`config.mk`:
```
export PLATFORM = sky130hd
export DESIGN_NAME = lcd_frame_capture_flat
export DESIGN_NICKNAME = d
export VERILOG_FILES = /design/src/rtl/lcd_frame_capture_if.sv /design/src/rtl/lcd_frame_capture.sv /design/src/flat_wrapper.sv
export SDC_FILE = /design/constraint.sdc
export NUM_CORES = 1
export LEC_CHECK = 0
export CORE_UTILIZATION = 25
export DETAILED_ROUTE_END_ITERATION = 8
export PLACE_DENSITY = 0.46
export SLEW_MARGIN = 25
export SYNTH_ARGS = -nofsm -noshare
export SYNTH_HDL_FRONTEND = slang
export SYNTH_SLANG_ARGS = --single-unit
```
`constraint.sdc`:
```
create_clock -name clock -period 7.2 [get_ports clock]
set_input_delay 1.8 -clock clock [delete_from_list [all_inputs] [get_ports clock]]
set_output_delay 1.8 -clock clock [all_outputs]
set_load 0.03 [all_outputs]
```
`src/rtl/lcd_frame_capture_if.sv`:
```
// Bundles the LCD pixel stream (from the PPU) and the framebuffer write port into one interface.
// The slave modport is the capture block; the master side drives pixels and observes writes.
interface lcd_frame_capture_if;
    logic [1:0]  pixel_data;
    logic        pixel_latch;
    logic        hsync;
    logic        vsync;
    logic [13:0] fb_addr;
    logic [7:0]  fb_data;
    logic        fb_we;
    logic        fb_bank;
    logic        frame_done;
    logic        err_overflow;

    modport master (
        output pixel_data, pixel_latch, hsync, vsync,
        input  fb_addr, fb_data, fb_we, fb_bank, frame_done, err_overflow
    );

    modport slave (
        input  pixel_data, pixel_latch, hsync, vsync,
        output fb_addr, fb_data, fb_we, fb_bank, frame_done, err_overflow
    );
endinterface

```
`src/rtl/lcd_frame_capture.sv`:
```
// Captures the 2bpp LCD stream, packs four pixels per byte and writes them into the bank the
// display is not reading; banks swap only when a frame delivered all HEIGHT lines.
module lcd_frame_capture #(
    parameter int WIDTH   = 160,
    parameter int HEIGHT  = 144,
    parameter int BANK_SZ = WIDTH * HEIGHT / 4
) (
    input  logic               clock,
    input  logic               reset,
    lcd_frame_capture_if.slave lcd
);
    localparam int AW = 14;
    localparam int XW = $clog2(WIDTH + 1);
    localparam int YW = $clog2(HEIGHT + 1);
    localparam logic [XW-1:0] X_END      = XW'(WIDTH);
    localparam logic [YW-1:0] Y_END      = YW'(HEIGHT);
    localparam logic [AW-1:0] LINE_BYTES = AW'(WIDTH / 4);
    localparam logic [AW-1:0] BANK1_BASE = AW'(BANK_SZ);

    typedef enum logic [1:0] {SYNC_WAIT, CAPTURE, FLUSH, HOLD} state_t;

    state_t        state, state_nxt;
    logic          hsync_q, vsync_q, h_rise, v_rise;
    logic [XW-1:0] x, x_nxt, x_upd;
    logic [YW-1:0] y, y_nxt, y_inc;
    logic [AW-1:0] line_base, line_base_nxt, byte_addr;
    logic [7:0]    pack, pack_nxt, pix_byte;
    logic [1:0]    pad;
    logic          pix_take, end_line;
    logic [AW-1:0] addr_q, addr_nxt;
    logic [7:0]    data_q, data_nxt;
    logic          we_q, we_nxt, bank_q, bank_nxt, done_q, done_nxt, err_q, err_nxt;

    assign h_rise   = lcd.hsync & ~hsync_q;
    assign v_rise   = lcd.vsync & ~vsync_q;
    // A pixel arriving with vsync belongs to no frame and is dropped.
    assign pix_take = (state == CAPTURE) && lcd.pixel_latch && !v_rise && (x != X_END);
    assign x_upd    = pix_take ? x + 1'b1 : x;
    assign y_inc    = y + 1'b1;
    assign pix_byte = {pack[5:0], lcd.pixel_data};
    // Left-justify a partial group: shift by 2*(4 - x%4) bits.
    assign pad      = 2'd0 - x[1:0];
    assign byte_addr = (bank_q ? '0 : BANK1_BASE) + line_base + AW'(x[XW-1:2]);
    // Flush decision sees the x that already includes a coincident pixel.
    assign end_line = !v_rise && ((state == CAPTURE && h_rise && x_upd[1:0] == 2'b00) ||
                                  state == FLUSH);

    // NOTE: registers are written only in always_ff with <=; the combinational blocks use =.
    always_ff @(posedge clock) begin
        if (reset) state <= SYNC_WAIT;
        else       state <= state_nxt;
    end

    always_comb begin
        state_nxt = state;
        if (v_rise) begin
            state_nxt = CAPTURE;
        end else begin
            if (state == CAPTURE && h_rise && x_upd[1:0] != 2'b00) state_nxt = FLUSH;
            if (end_line) state_nxt = (y_inc == Y_END) ? HOLD : CAPTURE;
        end
    end

    // NOTE: every signal driven here gets a default first, so no latch can be inferred.
    always_comb begin
        x_nxt         = x;
        y_nxt         = y;
        line_base_nxt = line_base;
        pack_nxt      = pack;
        we_nxt        = 1'b0;
        addr_nxt      = addr_q;
        data_nxt      = data_q;
        bank_nxt      = bank_q;
        done_nxt      = 1'b0;
        err_nxt       = err_q;
        if (v_rise) begin
            if (state != SYNC_WAIT && y == Y_END) begin
                bank_nxt = ~bank_q;
                done_nxt = 1'b1;
            end
            x_nxt         = '0;
            y_nxt         = '0;
            line_base_nxt = '0;
            pack_nxt      = '0;
        end else begin
            unique case (state)
                SYNC_WAIT: begin
                end
                CAPTURE: begin
                    if (pix_take) begin
                        pack_nxt = pix_byte;
                        x_nxt    = x_upd;
                        if (x_upd[1:0] == 2'b00) begin
                            we_nxt   = 1'b1;
                            addr_nxt = byte_addr;
                            data_nxt = pix_byte;
                        end
                    end else if (lcd.pixel_latch) begin
                        err_nxt = 1'b1;
                    end
                end
                FLUSH: begin
                    we_nxt   = 1'b1;
                    addr_nxt = byte_addr;
                    data_nxt = pack << {pad, 1'b0};
                end
                HOLD: begin
                    if (lcd.pixel_latch || h_rise) err_nxt = 1'b1;
                end
            endcase
            if (end_line) begin
                x_nxt         = '0;
                y_nxt         = y_inc;
                line_base_nxt = line_base + LINE_BYTES;
            end
        end
    end

    always_ff @(posedge clock) begin
        if (reset) begin
            hsync_q   <= 1'b0;
            vsync_q   <= 1'b0;
            x         <= '0;
            y         <= '0;
            line_base <= '0;
            pack      <= '0;
            addr_q    <= '0;
            data_q    <= '0;
            we_q      <= 1'b0;
            bank_q    <= 1'b0;
            done_q    <= 1'b0;
            err_q     <= 1'b0;
        end else begin
            hsync_q   <= lcd.hsync;
            vsync_q   <= lcd.vsync;
            x         <= x_nxt;
            y         <= y_nxt;
            line_base <= line_base_nxt;
            pack      <= pack_nxt;
            addr_q    <= addr_nxt;
            data_q    <= data_nxt;
            we_q      <= we_nxt;
            bank_q    <= bank_nxt;
            done_q    <= done_nxt;
            err_q     <= err_nxt;
        end
    end

    assign lcd.fb_addr      = addr_q;
    assign lcd.fb_data      = data_q;
    assign lcd.fb_we        = we_q;
    assign lcd.fb_bank      = bank_q;
    assign lcd.frame_done   = done_q;
    assign lcd.err_overflow = err_q;
endmodule
```
`src/flat_wrapper.sv`:
```
// flat-port wrapper written by rule: the top's interface ports become plain ports
module lcd_frame_capture_flat 
#(
    parameter int WIDTH   = 160,
    parameter int HEIGHT  = 144,
    parameter int BANK_SZ = WIDTH * HEIGHT / 4
)
  (clock, reset, lcd_pixel_data, lcd_pixel_latch, lcd_hsync, lcd_vsync, lcd_fb_addr, lcd_fb_data, lcd_fb_we, lcd_fb_bank, lcd_frame_done, lcd_err_overflow);
  lcd_frame_capture_if lcd_i ();
  input  logic clock;
  input  logic reset;
  input wire logic [$bits(lcd_i.pixel_data)-1:0] lcd_pixel_data;
  input wire logic [$bits(lcd_i.pixel_latch)-1:0] lcd_pixel_latch;
  input wire logic [$bits(lcd_i.hsync)-1:0] lcd_hsync;
  input wire logic [$bits(lcd_i.vsync)-1:0] lcd_vsync;
  output wire logic [$bits(lcd_i.fb_addr)-1:0] lcd_fb_addr;
  output wire logic [$bits(lcd_i.fb_data)-1:0] lcd_fb_data;
  output wire logic [$bits(lcd_i.fb_we)-1:0] lcd_fb_we;
  output wire logic [$bits(lcd_i.fb_bank)-1:0] lcd_fb_bank;
  output wire logic [$bits(lcd_i.frame_done)-1:0] lcd_frame_done;
  output wire logic [$bits(lcd_i.err_overflow)-1:0] lcd_err_overflow;
  assign lcd_i.pixel_data = lcd_pixel_data;
  assign lcd_i.pixel_latch = lcd_pixel_latch;
  assign lcd_i.hsync = lcd_hsync;
  assign lcd_i.vsync = lcd_vsync;
  assign lcd_fb_addr = lcd_i.fb_addr;
  assign lcd_fb_data = lcd_i.fb_data;
  assign lcd_fb_we = lcd_i.fb_we;
  assign lcd_fb_bank = lcd_i.fb_bank;
  assign lcd_frame_done = lcd_i.frame_done;
  assign lcd_err_overflow = lcd_i.err_overflow;
  lcd_frame_capture #(.WIDTH(WIDTH), .HEIGHT(HEIGHT), .BANK_SZ(BANK_SZ)) u_core (.clock(clock), .reset(reset), .lcd(lcd_i));
endmodule
```
==> Yosys cells after proc, flatten, opt, wreduce, memory -nomap -nowiden <==
Index checks and enable logic that the tools add are counted.
Widths: inputs -> output; s select.
{ "totals": {"regBits": 68, "input_bits": 7, "output_inout_bits": 26, "elab_cells": 83} }
{ "op_classes": {"addsub": 6, "n_eq_ne": 11, "shifts": 1, "mux": 20, "bitwise": 6, "reduce_logical": 25} }
{ "op_table": {"columns": ["operator", "count"], "rows": [
  ["$mux 14", 2],
  ["$pmux 14 s2", 1],
  ["$add 8x1->8 const B", 2],
  ["$eq 8x8->1 const B", 2],
  ["$mux 8", 2],
  ["$pmux 8 s2", 1],
  ["$add 14x14->14", 1],
  ["$add 14x6->14", 1],
  ["$add 14x6->14 const B", 1],
  ["$mux 13", 1],
  ["$reduce_bool 2->1", 5],
  ["$logic_and 1x1->1", 8],
  ["$mux 2", 4],
  ["$ne 8x8->1 const B", 1],
  ["$shl 8x3->8", 1],
  ["$mux 1", 7],
  ["$ne 2x2->1 const B", 3],
  ["$reduce_and 5->1", 1],
  ["$eq 2x2->1 const B", 2],
  ["$ne 2x1->1 const B", 2],
  ["$not 1->1", 4],
  ["$pmux 1 s2", 2],
  ["$reduce_and 2->1", 2],
  ["$reduce_and 4->1", 1],
  ["other kinds (9)", 12]
]} }

==> Depth between registers and ports, before layout <==
{ "logic_depth": {"word_depth": 12, "ltp_mapped": 11, "depth_no_buf": 7} }

==> Worst setup path before layout <==
OpenSTA, ideal clock, no wires.
{ "synth_timing": {"path_type": "input-to-reg", "start": "input port lcd_vsync", "end": "register u_core.y[2]", "setup_ps": 129, "t_arrival_ps": 3265, "slack_ps": 3807, "path_stages": 7, "n_path_buf": 2, "path_cell_list": "nor2b_1 or3_4 o221a_4 buf_6 buf_2 o311ai_0 nand2_1"} }
{ "synth_between": {"elab_chain_cells": 9, "elab_cells_between_ends": 10, "cone_classes": "1 x mux; 1 x bitwise; 8 x reduce/logical"} }
{ "synth_rtl": {"columns": ["element", "line_no", "text"], "rows": [
  ["start: declaration", "flat_wrapper.sv:15", "input wire logic [$bits(lcd_i.vsync)-1:0] lcd_vsync;"],
  ["$and 1x1->1 (*)", "lcd_frame_capture.sv:35", "assign v_rise = lcd.vsync & ~vsync_q;"],
  ["$logic_not 1->1", "lcd_frame_capture.sv:37, lcd_frame_capture.sv:45", null],
  ["$logic_and 1x1->1 (2 in series)", "lcd_frame_capture.sv:37", "assign pix_take = (state == CAPTURE) && lcd.pixel_latch && !v_rise && (x != X_END);"],
  ["$mux 2", "lcd_frame_capture.sv:38", "assign x_upd = pix_take ? x + 1'b1 : x;"],
  ["$logic_not 2->1", "lcd_frame_capture.sv:45", "assign end_line = !v_rise && ((state == CAPTURE && h_rise && x_upd[1:0] == 2'b00) ||"],
  ["$logic_and 1x1->1", "lcd_frame_capture.sv:45", null],
  ["$logic_or 1x1->1", "lcd_frame_capture.sv:45", null],
  ["$logic_and 1x1->1", "lcd_frame_capture.sv:45", null],
  ["end signal: assignment", "lcd_frame_capture.sv:137", "y <= y_nxt;"],
  ["end: declaration", "lcd_frame_capture.sv:25", "logic [YW-1:0] y, y_nxt, y_inc;"]
]} }
Every way passes the cells marked *; elsewhere a longest branch is shown, timed or not.
A chain may end at the register's enable or synchronous reset.

==> Final worst setup path <==
{ "layout_timing": {"start": "input port lcd_vsync", "end": "register u_core.line_base[8]"} }
{ "layout_between": {"elab_chain_cells": 9, "elab_cells_between_ends": 10, "cone_classes": "1 x mux; 1 x bitwise; 8 x reduce/logical"} }
{ "layout_rtl": {"columns": ["element", "line_no", "text"], "rows": [
  ["$and 1x1->1 (*)", "lcd_frame_capture.sv:35", null],
  ["$logic_not 1->1", "lcd_frame_capture.sv:37, lcd_frame_capture.sv:45", null],
  ["$logic_and 1x1->1 (2 in series)", "lcd_frame_capture.sv:37", null],
  ["$mux 2", "lcd_frame_capture.sv:38", null],
  ["$logic_not 2->1", "lcd_frame_capture.sv:45", null],
  ["$logic_and 1x1->1", "lcd_frame_capture.sv:45", null],
  ["$logic_or 1x1->1", "lcd_frame_capture.sv:45", null],
  ["$logic_and 1x1->1", "lcd_frame_capture.sv:45", null],
  ["end signal: assignment", "lcd_frame_capture.sv:138", "line_base <= line_base_nxt;"],
  ["end: declaration", "lcd_frame_capture.sv:26", "logic [AW-1:0] line_base, line_base_nxt, byte_addr;"]
]} }
Marks and branches as above.

==> key figures <==
Status
  – Status: complete, no violations

Logic synthesis
  – Ys Warns: 0
  – Net count after synthesis: 415
  – Netlist Area Pre-Place: 0.00342 sq mm
  – Post-Syn Area per Cell: 8.78 sq um
  – Cells after Synth: 390
  – Number of synthesized flops with an enable pin: 0
  – Flops & latches, synth: 65
  – FFs w/ async S/R, synth: 0%
  – Prevailing post-synth register cell: dfxtp_1
  – Register area share after synthesis: 38.0%
  – Synth cell types: 54

STA
  – Fin crit share: 52.1%
  – RSZ-0062 raised after global routing: false
  – Relative slew slack: 49.1%
  – Clk_skew: 6.74 ps
  – Final Hold Fails: 0
  – Final setup viols: 0
  – Max Clock Freq: 0.267 GHz
  – Setup TNS: 0 ps
  – Minimum clock period: 3750 ps
  – Slew Limit Fails: 0
  – Worst-margin pin slew: 764 ps

Setup path
  – Worst EP required: 7460 ps
  – Slowest stage delay, CP: 530 ps
  – RR Startpoint: u_core.x[0]$_SDFFE_PP0P_
  – Critical path startpoint: lcd_vsync
  – CP arrival: 4010 ps
  – R2R depth: 7
  – WP depth: 7
  – Startpoint Class: input pin
  – Setup crit end kind: flip-flop
  – R2r endpoint: u_core.line_base[8]$_SDFFE_PP0P_
  – Critical-path cell list: clkdlybuf4s50_1 -> nor2b_1 -> buf_4 -> or3_4 -> o221a_4 -> or4_1 -> a21oi_1
  – Worst path slowest cell: or4_1
  – Worst Path Max Fanout: 27
  – Crit Path Category: in2reg
  – WP buf/inv: 2
  – Worst setup endpoint: u_core.line_base[8]$_SDFFE_PP0P_
  – R2R Setup Slk: 4190 ps
  – CP top delay family: simple AND/OR/NAND/NOR gates

Floorplan
  – Die X: 119 microns
  – Site Rows: 42
  – Num ports: 33
  – Die Height: 119 microns
  – Core area: 0.0133 sq mm
  – Die area: 0.0142 sq mm
  – Initial core utilization: 25.7%

Clock tree
  – Clk_lat worst skew: 340 ps
  – H-tree depth: 3
  – Clock Pin Slew Worst Setup and Hold Paths: 60 ps
  – CTS root buffer: clkbuf_16
  – Resize count post-CTS: 0
  – Postcts setup bufs: 0
  – Post-CTS Hold Buffers: 0
  – Longest Clk Path Bufs: 2
  – Sink Count: 65
  – CTS buffer count: 9
  – TritonCTS clock tree: yes

Final layout
  – Commonest non-fill, non-tap cells in the layout: 65 x dfxtp_1, 44 x nor2_1, 32 x clkdlybuf4s50_1, 29 x a21oi_1
  – Antenna cell count: 0
  – Layout cells sized above 1: 7.38%
  – Synthesis-to-finish area growth: 23.3%
  – Post-route cell area: 0.00422 sq mm
  – Most common cell after layout, fill and taps aside: dfxtp_1
  – Nets@finish: 440

Global routing
  – Global-route wire length before repair: 14.1 mm
  – Gr usage total: 12.7%
  – Initial antenna violation count: 0
  – Final global-route overflow total: 0
  – Largest net degree at the start of global routing: 37
  – Vias in the first global route: 2777

Power
  – NetSw: 0.000246 W
  – Sw frac: 25.6%
  – Power Density: 228 mW/mm^2
  – Flop pwr share: 39.4%
  – Clock network power share: 49.3%
  – P_leak: 1.43 nW
  – Gate power share: 11.3%
  – Peak supply drop: 0.0000988 V
  – Cell Int Power: 0.000715 W

Job
  – Max cap viols: 0

Min path
  – Hold path depth: 2
  – Min-Delay Path Class: reg2reg

Detailed routing
  – Routed WL per cell: 13.9 microns
  – Via density: 4.83
  – Via count: 2877
  – Initial DRT Pass Iterations: 4
  – DRC: 0
  – Final wirelength: 8.28 mm
  – Routed Antenna Nets: 0
  – Initial DRC count: 112

Placed design
  – DP HPWL: 5.70 mm
  – Port Buffer Count: 32
  – Placed cell areas: 0.00390 sq mm
  – Final Wtd Congestion: 0.727
## final cells by class
class                      instances  area (sq um)
clock buffer                      10           229
clock inverter                     6          92.6
fill                            1414          9070
inverter                          14          52.6
multi-input combinational        288          1970
sequential                        65          1300
tap                              176           220
timing repair buffer              37           358
## registers in the layout, indices dropped and copies added (netlist names)
signal,count
u_core.state,2
u_core.lcd.fb_addr,14
u_core.lcd.err_overflow,1
u_core.line_base,11
u_core.lcd.fb_bank,1
u_core.x,8
u_core.hsync_q,1
u_core.pack,8
u_core.vsync_q,1
u_core.lcd.frame_done,1
u_core.lcd.fb_we,1
u_core.lcd.fb_data,8
u_core.y,8
## kinds of logic (layout without fill, tap and decap cells)
| logic type | after synthesis | in the layout | synth area share [%] |
|---|---|---|---|
| simple gates | 145 | 145 | 22.2 |
| flops | 65 | 65 | 38.0 |
| buf+inv | 37 | 67 | 4.75 |
| compound gates | 82 | 82 | 16.2 |
| fa+ha+maj | 18 | 18 | 6.80 |
| xor+xnor | 17 | 17 | 4.35 |
| mux | 26 | 26 | 7.68 |
## power by group through the flow
| stage | Clock, W | Combinational, W | Sequential, W |
|---|---|---|---|
| floorplan | 0 | 0.0000602 | 0.000399 |
| global placement | 0 | 0.000109 | 0.000386 |
| detailed placement | 0 | 0.000110 | 0.000386 |
| CTS | 0.000488 | 0.000110 | 0.000378 |
| global route | 0.000501 | 0.000118 | 0.000380 |
| finish | 0.000474 | 0.000108 | 0.000378 |
## worst reg2reg max path: cells and delay by family, from the launching register on
family	cells	cell delay, ps
AO/OA/AOI/OAI	2	520
buffers and inverters	1	140
AND/OR/NAND/NOR	3	1190
adder cells (fa/ha/maj)	1	470
flip-flops	1	610
## per-stage QoR
stage | cells | power (W) | utilization, % | setup slack [ps] | hold WS, ps
floorplan | 390 | 0.000460 | - | 3810 | 447
global placement | 580 | 0.000495 | 29.3 | 3120 | 469
detailed placement | 580 | 0.000496 | 29.3 | 3100 | 465
CTS | 596 | 0.000976 | 31.7 | 3450 | 488
global route | 596 | 0.000999 | 31.7 | 3390 | 506
finish | 596 | 0.000960 | 31.7 | 3450 | 484
## layer usage
layer / part of all wire (%) / global-route usage (%)
met1: 50 / 16.6
met2: 45 / 19.4
met3: 3.1 / 3.16
met4: 2.1 / 6.41
met5: 0 / 0
## cells in the mapped netlist (3+ instances only)
| library cell | instances | area share [%] |
|---|---|---|
| and2_1 | 3 | 0.55 |
| a22oi_1 | 3 | 0.66 |
| buf_2 | 4 | 0.58 |
| xnor2_1 | 5 | 1.3 |
| nand3_1 | 8 | 1.2 |
| nor2_1 | 44 | 4.8 |
| nand2b_1 | 4 | 0.73 |
| nand4_1 | 9 | 1.6 |
| o31ai_1 | 10 | 2.2 |
| a21oi_1 | 29 | 4.2 |
| inv_1 | 14 | 1.5 |
| ha_1 | 17 | 6.2 |
| nand2_1 | 24 | 2.6 |
| o22ai_1 | 5 | 0.91 |
| or3_1 | 5 | 0.91 |
| nor3_1 | 11 | 1.6 |
| a211oi_1 | 8 | 1.8 |
| a31oi_1 | 3 | 0.55 |
| xor2_1 | 12 | 3.1 |
| nor4_1 | 4 | 0.73 |
| dfxtp_1 | 65 | 38 |
| clkbuf_1 | 16 | 1.8 |
| mux2i_1 | 24 | 7.0 |
| o21ai_0 | 7 | 1.0 |
| or4_1 | 10 | 2.2 |
| nor3b_1 | 3 | 0.66 |
| and3_1 | 4 | 0.73 |
| nor2b_1 | 6 | 1.1 |
## worst min-delay path by stage
stage          slack, ps                                   end                            startpoint
2_1_floorplan        450              u_core.y[7]$_SDFFE_PP0P_              u_core.y[7]$_SDFFE_PP0P_
3_3_place_gp         470              u_core.y[7]$_SDFFE_PP0P_              u_core.y[7]$_SDFFE_PP0P_
3_5_place_dp         470  u_core.lcd.err_overflow$_SDFFE_PP0P_  u_core.lcd.err_overflow$_SDFFE_PP0P_
4_1_cts              490   u_core.lcd.fb_addr[11]$_SDFFE_PP0P_   u_core.lcd.fb_addr[11]$_SDFFE_PP0P_
5_1_grt              510   u_core.lcd.fb_addr[10]$_SDFFE_PP0P_   u_core.lcd.fb_addr[10]$_SDFFE_PP0P_
6_report             480              u_core.y[7]$_SDFFE_PP0P_              u_core.y[7]$_SDFFE_PP0P_
(Power assumes the default switching activity.)
